--- config.mk ---
export PLATFORM = sky130hd
export DESIGN_NAME = commit_trace_monitor_flat
export DESIGN_NICKNAME = d
export VERILOG_FILES = /design/src/rtl/commit_trace_monitor_if.sv /design/src/rtl/commit_trace_monitor.sv /design/src/flat_wrapper.sv
export SDC_FILE = /design/constraint.sdc
export NUM_CORES = 1
export LEC_CHECK = 0
export CORE_MARGIN = 2
export CORE_UTILIZATION = 30
export CTS_CLUSTER_DIAMETER = 200
export DETAILED_ROUTE_END_ITERATION = 8
export GPL_TIMING_DRIVEN = 0
export PLACE_DENSITY = 0.59
export SYNTH_ARGS = -nofsm -noshare
export SYNTH_HDL_FRONTEND = slang
export SYNTH_SLANG_ARGS = --single-unit
--- constraint.sdc ---
create_clock -name clk -period 13.4 [get_ports clk]
set_input_delay 2.68 -clock clk [delete_from_list [all_inputs] [get_ports clk]]
set_output_delay 2.68 -clock clk [all_outputs]
set_load 0.1 [all_outputs]
--- src/rtl/commit_trace_monitor_if.sv ---
// commit_trace_monitor_if: retirement strobe, trace read port and status outputs of the commit monitor
interface commit_trace_monitor_if #(
    parameter int PC_W  = 32,
    parameter int DEPTH = 8,
    parameter int CNT_W = 32
);
    logic                       clr;
    logic                       insn_vld;
    logic [PC_W-1:0]            pc;
    logic [$clog2(DEPTH)-1:0]   trace_idx;
    logic [1:0]                 state;
    logic                       halted;
    logic                       timeout;
    logic [CNT_W-1:0]           insn_cnt;
    logic [CNT_W-1:0]           cycle_cnt;
    logic [PC_W-1:0]            signature;
    logic [PC_W-1:0]            trace_pc;
    logic [$clog2(DEPTH):0]     trace_cnt;
    modport master (
        output clr, insn_vld, pc, trace_idx,
        input  state, halted, timeout, insn_cnt, cycle_cnt, signature, trace_pc, trace_cnt
    );
    modport slave (
        input  clr, insn_vld, pc, trace_idx,
        output state, halted, timeout, insn_cnt, cycle_cnt, signature, trace_pc, trace_cnt
    );
endinterface

--- src/rtl/commit_trace_monitor.sv ---
// commit_trace_monitor: halt/timeout detection, counters, PC signature and trace of recent retirements
module commit_trace_monitor #(
    parameter int              PC_W        = 32,
    parameter int              DEPTH       = 8,
    parameter int              CNT_W       = 32,
    parameter int              HALT_REPEAT = 4,
    parameter int              TIMEOUT_CYC = 1024,
    parameter logic [PC_W-1:0] SIG_SEED    = '0
) (
    input logic                  clk,
    input logic                  rst,
    commit_trace_monitor_if.slave bus
);
    localparam int IW = $clog2(DEPTH);
    localparam int RW = $clog2(HALT_REPEAT + 1);
    localparam int SW = $clog2(TIMEOUT_CYC + 1);

    typedef enum logic [1:0] {IDLE = 2'b00, RUN = 2'b01, HALTED = 2'b10, TIMEOUT = 2'b11} state_t;

    state_t          state, state_nxt;
    logic            halted, timeout, active, count, last_vld;
    logic [RW-1:0]   rep, rep_nxt;
    logic [SW-1:0]   stall, stall_nxt;
    logic [CNT_W-1:0] insn_cnt, cycle_cnt;
    logic [PC_W-1:0] signature, last_pc;
    logic [PC_W-1:0] trace [DEPTH];
    logic [IW-1:0]   wr_ptr, rd_ptr;
    logic [IW:0]     trace_cnt;

    assign active    = state == IDLE || state == RUN;
    assign count     = active && bus.insn_vld;
    // last_vld keeps the very first retirement from matching a reset-valued last_pc
    assign rep_nxt   = (last_vld && bus.pc == last_pc) ? rep + 1'b1 : '0;
    assign stall_nxt = stall + 1'b1;

    always_comb begin
        state_nxt = state;
        if (bus.clr)
            state_nxt = IDLE;
        else if (count)
            state_nxt = (state == RUN && rep_nxt == RW'(HALT_REPEAT)) ? HALTED : RUN;
        else if (active && stall_nxt == SW'(TIMEOUT_CYC))
            state_nxt = TIMEOUT;
    end

    always_ff @(posedge clk or posedge rst) begin
        if (rst) begin
            state   <= IDLE;
            halted  <= 1'b0;
            timeout <= 1'b0;
        end else begin
            state   <= state_nxt;
            halted  <= state_nxt == HALTED;
            timeout <= state_nxt == TIMEOUT;
        end
    end

    always_ff @(posedge clk or posedge rst) begin
        if (rst) begin
            insn_cnt  <= '0;
            cycle_cnt <= '0;
            signature <= SIG_SEED;
            wr_ptr    <= '0;
            trace_cnt <= '0;
            rep       <= '0;
            stall     <= '0;
            last_pc   <= '0;
            last_vld  <= 1'b0;
            for (int i = 0; i < DEPTH; i++) trace[i] <= '0;
        end else if (bus.clr) begin
            insn_cnt  <= '0;
            cycle_cnt <= '0;
            signature <= SIG_SEED;
            wr_ptr    <= '0;
            trace_cnt <= '0;
            rep       <= '0;
            stall     <= '0;
            last_pc   <= '0;
            last_vld  <= 1'b0;
            for (int i = 0; i < DEPTH; i++) trace[i] <= '0;
        end else begin
            if (active)
                cycle_cnt <= cycle_cnt + {{(CNT_W-1){1'b0}}, ~&cycle_cnt};
            if (count) begin
                insn_cnt      <= insn_cnt + {{(CNT_W-1){1'b0}}, ~&insn_cnt};
                signature     <= {signature[PC_W-2:0], signature[PC_W-1]} ^ bus.pc;
                trace[wr_ptr] <= bus.pc;
                wr_ptr        <= wr_ptr + 1'b1;
                trace_cnt     <= trace_cnt + {{IW{1'b0}}, trace_cnt != (IW+1)'(DEPTH)};
                stall         <= '0;
                rep           <= rep_nxt;
                last_pc       <= bus.pc;
                last_vld      <= 1'b1;
            end else if (active) begin
                stall <= stall_nxt;
            end
        end
    end

    assign rd_ptr        = wr_ptr - 1'b1 - bus.trace_idx;
    assign bus.trace_pc  = ({1'b0, bus.trace_idx} >= trace_cnt) ? '0 : trace[rd_ptr];
    assign bus.state     = state;
    assign bus.halted    = halted;
    assign bus.timeout   = timeout;
    assign bus.insn_cnt  = insn_cnt;
    assign bus.cycle_cnt = cycle_cnt;
    assign bus.signature = signature;
    assign bus.trace_cnt = trace_cnt;
endmodule

--- src/flat_wrapper.sv ---
// flat-port wrapper written by rule: the top's interface ports become plain ports
module commit_trace_monitor_flat 
#(
    parameter int              PC_W        = 32,
    parameter int              DEPTH       = 8,
    parameter int              CNT_W       = 32,
    parameter int              HALT_REPEAT = 4,
    parameter int              TIMEOUT_CYC = 1024,
    parameter logic [PC_W-1:0] SIG_SEED    = '0
)
  (clk, rst, bus_clr, bus_insn_vld, bus_pc, bus_trace_idx, bus_state, bus_halted, bus_timeout, bus_insn_cnt, bus_cycle_cnt, bus_signature, bus_trace_pc, bus_trace_cnt);
  commit_trace_monitor_if #(.PC_W(PC_W), .DEPTH(DEPTH), .CNT_W(CNT_W)) bus_i ();
  input logic clk;
  input logic rst;
  input wire logic [$bits(bus_i.clr)-1:0] bus_clr;
  input wire logic [$bits(bus_i.insn_vld)-1:0] bus_insn_vld;
  input wire logic [$bits(bus_i.pc)-1:0] bus_pc;
  input wire logic [$bits(bus_i.trace_idx)-1:0] bus_trace_idx;
  output wire logic [$bits(bus_i.state)-1:0] bus_state;
  output wire logic [$bits(bus_i.halted)-1:0] bus_halted;
  output wire logic [$bits(bus_i.timeout)-1:0] bus_timeout;
  output wire logic [$bits(bus_i.insn_cnt)-1:0] bus_insn_cnt;
  output wire logic [$bits(bus_i.cycle_cnt)-1:0] bus_cycle_cnt;
  output wire logic [$bits(bus_i.signature)-1:0] bus_signature;
  output wire logic [$bits(bus_i.trace_pc)-1:0] bus_trace_pc;
  output wire logic [$bits(bus_i.trace_cnt)-1:0] bus_trace_cnt;
  assign bus_i.clr = bus_clr;
  assign bus_i.insn_vld = bus_insn_vld;
  assign bus_i.pc = bus_pc;
  assign bus_i.trace_idx = bus_trace_idx;
  assign bus_state = bus_i.state;
  assign bus_halted = bus_i.halted;
  assign bus_timeout = bus_i.timeout;
  assign bus_insn_cnt = bus_i.insn_cnt;
  assign bus_cycle_cnt = bus_i.cycle_cnt;
  assign bus_signature = bus_i.signature;
  assign bus_trace_pc = bus_i.trace_pc;
  assign bus_trace_cnt = bus_i.trace_cnt;
  commit_trace_monitor #(.PC_W(PC_W), .DEPTH(DEPTH), .CNT_W(CNT_W), .HALT_REPEAT(HALT_REPEAT), .TIMEOUT_CYC(TIMEOUT_CYC), .SIG_SEED(SIG_SEED)) u_core (.clk(clk), .rst(rst), .bus(bus_i));
endmodule
Yosys cells after proc, flatten, opt, wreduce, memory -nomap -nowiden. Index checks and enable logic that the tools add are counted.

Register bits: 410. Output and inout port bits: 136.

Reduce and logical (&&, ||, !) cells: 14. $lt $le $gt $ge: 4. Multiplexer cells: 33. Add/sub/neg operators: 8. Bitwise logic cells: 3. Equal/unequal tests: 7.

Operator list (number): $mux 256 (2); $mux 32 (12); $bwmux 256 (1); $bmux 32 s3 (1); $demux 32 s3 (1); $add 32x1->32 (2); $reduce_and 32->1 (2); $mux 11 (3); $eq 32x32->1 (1); $xor 32x32->32 (1); $mux 3 (5); $add 11x1->11 const B (1); $eq 11x11->1 const B (1); $ge 4x4->1 const B (2); $mux 2 (4); $mux 4 (2); $not 3->4 (2); $add 3x1->3 const B (2); $logic_and 1x1->1 (5); $add 4x1->4 (1); $eq 2x2->1 const B (2); $ge 3x4->1 (1); $lt 4x1->1 const B (1); $ne 4x4->1 const B (1); 10 further kinds (13).

Longest topological paths before layout.
Word-level depth: 9. Gate-level depth with buffers: 13. Mapped depth without buffers: 12.

Least setup slack after synthesis. No wires, ideal clock.

Kind: input to output. From: input port bus_trace_idx[0]. To: output port bus_trace_pc[10]. Buffers on the path: 2. Required time: 10.720 ns. Arrival: 5.845 ns. Stages: 9. Path slack: 4.875 ns. Cell sequence: inv_1 -> ha_1 -> inv_1 -> fa_1 -> clkbuf_1 -> clkbuf_1 -> mux4_2 -> nand2_1 -> a21oi_1.

Word-level cells in the longest chain between the ends: 6. Elaborated cells on any way between the ends: 7. Those cells by class: add/sub (1); order compare (1); mux (4); bitwise (1).

RTL lines: start, declared (line flat_wrapper.sv:18) `input wire logic [$bits(bus_i.trace_idx)-1:0] bus_trace_idx;`; $sub 3x3->3 (line commit_trace_monitor.sv:100) `assign rd_ptr = wr_ptr - 1'b1 - bus.trace_idx;`; $not 3->4 (implied by the code) (line commit_trace_monitor.sv:101) `assign bus.trace_pc = ({1'b0, bus.trace_idx} >= trace_cnt) ? '0 : trace[rd_ptr];`; $bmux 32 s3 (line commit_trace_monitor.sv:101); $mux 32 (implied by the code) (2 in series) (line commit_trace_monitor.sv:101); $mux 32 * (line commit_trace_monitor.sv:101); end, declared (line flat_wrapper.sv:25) `output wire logic [$bits(bus_i.trace_pc)-1:0] bus_trace_pc;`.

Every way passes the cells marked *; elsewhere a longest branch is shown, timed or not. The select of a mux whose other input is x is not followed.

Final worst setup path.
From: input port bus_trace_idx[0]. To: output port bus_trace_pc[0].

Same word-level chain as after synthesis.

==> out/qor.yml <==
run_status:
  status: "finished clean"
cells_and_area:
  area_delta_synth_final_pct: 23.15
  fillCellCount: 6536
  layout-drive-gt1-share_pct: 7.355
  final_nets: 2479
clock_network:
  postCtsResizedCells: 0
  clk_latency_ps: 600
  cts.path.max_buffers: 3
  cts_hold_buf: 0
  numCtsBuffers: 47
  tritoncts: "yes"
  cts_sinks: 410
  cts_root_buffer: "clkbuf_16"
  htree_num_levels: 2
  clkTransAtPathRegs_ps: 50
  post_cts.repair.setup_buffers: 0
global_route:
  grt_pass1_vias: 17430
  overflow: 0
  antenna_found_initial: 1
  grt_pass1_wl_um: 108100
  grtUsageTotal_pct: 20.10
  grt_max_degree: 44
timing:
  timing.slew.headroom_pct: 12.32
  setup_violations: 0
  setup_ws_ps: 3143
  hold_viol_final: 0
  period_share_pct: 76.54
  finalSetupTns_ps: 0
  fmax_mhz: 97.50
  clock-skew-final_ps: 38.77
  drv_slew: 0
  rsz0062_at_grt: "false"
  worst_pin_slew_ps: 1282
  min_period_ps: 10260
power:
  p_leak_nw: 9.535
  power.density_mw_per_mm2: 126.2
  irDropWorstVdd_v: 0.00008322
  combPwrFrac_pct: 14.7
  power.total_w: 0.003122
  sw_frac_of_total_pct: 29.25
  clkPwrFrac_pct: 43.7
  switchingPower_w: 0.0009131
  intPower_w: 0.002209
  seqPwrFrac_pct: 41.6
critical_path:
  worstSetupStartpoint: "bus_trace_idx[0]"
  crit_required_ps: 10720
  worstSetupEndpointType: "output port"
  r2r-start: "u_core.bus.cycle_cnt[25]"
  path_class: "in2out"
  rrSetupSlack_ps: 10150
  crit_arrival_ps: 7580
  cp_max_fo: 10
  startpoint_type: "primary input"
synthesis:
  ys_seq_area_share_pct: 51.06
  yosys_register_bits: 410
  syn_area_mm2: 0.02009
  synthCells: 2192
  synthArstFlopShare_pct: 100.0
  synth-edff-count: 0
  ys_types: 53
  synth_ff_type: "dfrtp_1"
  syn_area_per_cell_um2: 9.167
  yosysWarnings: 0
  synthesis.nets: 2247
place:
  hpwl_um: 50130
  dp_slack_ps: 3240
  gp_congestion: 0.8946
  io_buffers: 173
drt:
  via_per_inst: 5.291
  drc: 0
  num_vias: 17600
  drt-total-wl_um: 69780
  wl_per_cell_um: 20.98
  first_pass_iters: 5
  drt-initial-drc-count: 1535
  drtAntennaViolNets: 0
die:
  die_w_um: 262.8
  core_area_mm2: 0.06598
  num_rows: 94
  ios: 175
  start_util_pct: 30.45
  die-area_mm2: 0.06906
  fp.dieH_um: 262.8
run:
  maxCapViolations: 0
min_path:
  hold_start: "u_core.stall[10]"
  min_path_type: "reg2reg"
[worst paths after layout]
path	to	depth (start not counted)
worst max-delay path	bus_trace_pc[0]	11
max in group asynchronous	u_core.trace[237]	5
min in group asynchronous	u_core.last_pc[29]	2
worst min register to register	u_core.stall[10]	1
worst min-delay path	u_core.stall[10]	1
worst max register to register	u_core.bus.cycle_cnt[26]	12
[final cells by class]
type	instances	area (um2)	share of cell area [%]
Sequential cell	410	10260	41.46
Multi-Input combinational cell	1579	9035	36.51
Timing Repair Buffer	183	1932	7.807
Clock buffer	66	1369	5.532
Tap cell	864	1081	4.369
Buffer	185	730.7	2.953
Clock inverter	20	262.8	1.062
Inverter	18	71.32	0.2882
Antenna cell	1	2.502	0.01011
[metal layers]
| layer | share of wire [%] | global-route usage (%) | wire (um) | vias to the layer above |
|---|---|---|---|---|
| li1 | - | - | - | 7851 |
| met1 | 43 | 27.98 | 29890 | 8858 |
| met2 | 46 | 31.79 | 32240 | 758 |
| met3 | 7.5 | 3.073 | 5262 | 132 |
| met4 | 3.4 | 7.161 | 2392 | 0 |
| met5 | 0 | 0 | 0 | - |
[cells in the mapped netlist, types with 6 or more instances]
master,instances,area share (%)
a211oi_1,34,1.3
a21oi_1,350,8.7
and3_1,10,0.31
and4_1,6,0.26
buf_2,14,0.35
clkbuf_1,165,3.1
dfrtp_1,410,51
ha_1,15,0.93
inv_1,18,0.34
mux4_2,64,7.2
nand2_1,691,13
nand2b_1,7,0.22
nand3_1,28,0.70
nand4_1,25,0.78
nor2_1,96,1.8
nor3_1,15,0.37
nor4_1,15,0.47
o21ai_0,31,0.77
or3_1,22,0.68
xnor2_1,93,4.1
xor2_1,20,0.87
[cells in the final DEF, fill, tap and decap left out, types with 5 or more instances in the layout]
cell type	synthesis	layout
a211oi_1	34	34
inv_1	18	17
or4_1	5	5
nand2_1	691	691
a21oi_1	350	350
or3_1	22	22
nand4_1	25	25
nor4_1	15	15
clkdlybuf4s50_1	0	173
mux4_2	64	64
clkbuf_8	0	10
nor3_1	15	15
o21ai_0	31	31
nor2b_1	5	5
clkinv_2	0	10
nand2b_1	7	7
and4_1	6	6
xnor2_1	93	93
clkbuf_1	165	173
clkbuf_16	0	48
xor2_1	20	20
bufinv_16	0	5
buf_2	14	14
and3_1	10	10
ha_1	15	15
dfrtp_1	410	410
buf_12	0	10
nor2_1	96	96
a21o_1	5	5
nand3_1	28	28
[critical path: stages]
cell and delay [ps]:
clkdlybuf4s50_1 410, inv_1 220, ha_1 200, inv_1 50, fa_1 490, clkbuf_1 620
clkbuf_1 650, mux4_2 350, nand2_1 60, a21oi_1 560, clkdlybuf4s50_1 1270
[sequential cells by signal, indices dropped and copies added (netlist names), 2 cells and up]
| name | cells |
|---|---|
| u_core.rep | 3 |
| u_core.bus.signature | 32 |
| u_core.stall | 11 |
| u_core.bus.trace_cnt | 4 |
| u_core.bus.state | 2 |
| u_core.wr_ptr | 3 |
| u_core.bus.cycle_cnt | 32 |
| u_core.last_pc | 32 |
| u_core.trace | 256 |
| u_core.bus.insn_cnt | 32 |
[per-stage QoR]
step | util (%) | instance area [um2] | hold WS, ps | instances
finish | 37.50 | 24740 | 511.3 | 3326
floorplan | - | 20100 | 466.4 | 2192
global placement | 34.72 | 22910 | 490.6 | 3229
detailed placement | 35.02 | 23110 | 505.8 | 3239
global route | 37.50 | 24740 | 537.3 | 3326
CTS | 37.50 | 24740 | 520.1 | 3325
[kinds of logic (layout without fill, tap and decap cells)]
logic type,Yosys count,count (layout),share of synthesized area [%]
other,0,1,0
adder cells (fa/ha/maj),16,16,1.034
XOR/XNOR,113,113,4.926
buffers and inverters,203,472,3.973
AO/OA/AOI/OAI,434,434,11.60
flip-flops,410,410,51.06
AND/OR/NAND/NOR,948,948,20.02
multiplexers,68,68,7.385
[power groups by stage]
stage | combinational [W] | clock [W] | sequential (W)
2_1_floorplan | 0.000221 | 0 | 0.00140
3_3_place_gp | 0.000444 | 0 | 0.00132
3_5_place_dp | 0.000458 | 0 | 0.00132
4_1_cts | 0.000459 | 0.00138 | 0.00130
5_1_grt | 0.000487 | 0.00144 | 0.00130
6_report | 0.000458 | 0.00137 | 0.00130
No activity file was read; power rests on OpenSTA's default activity.
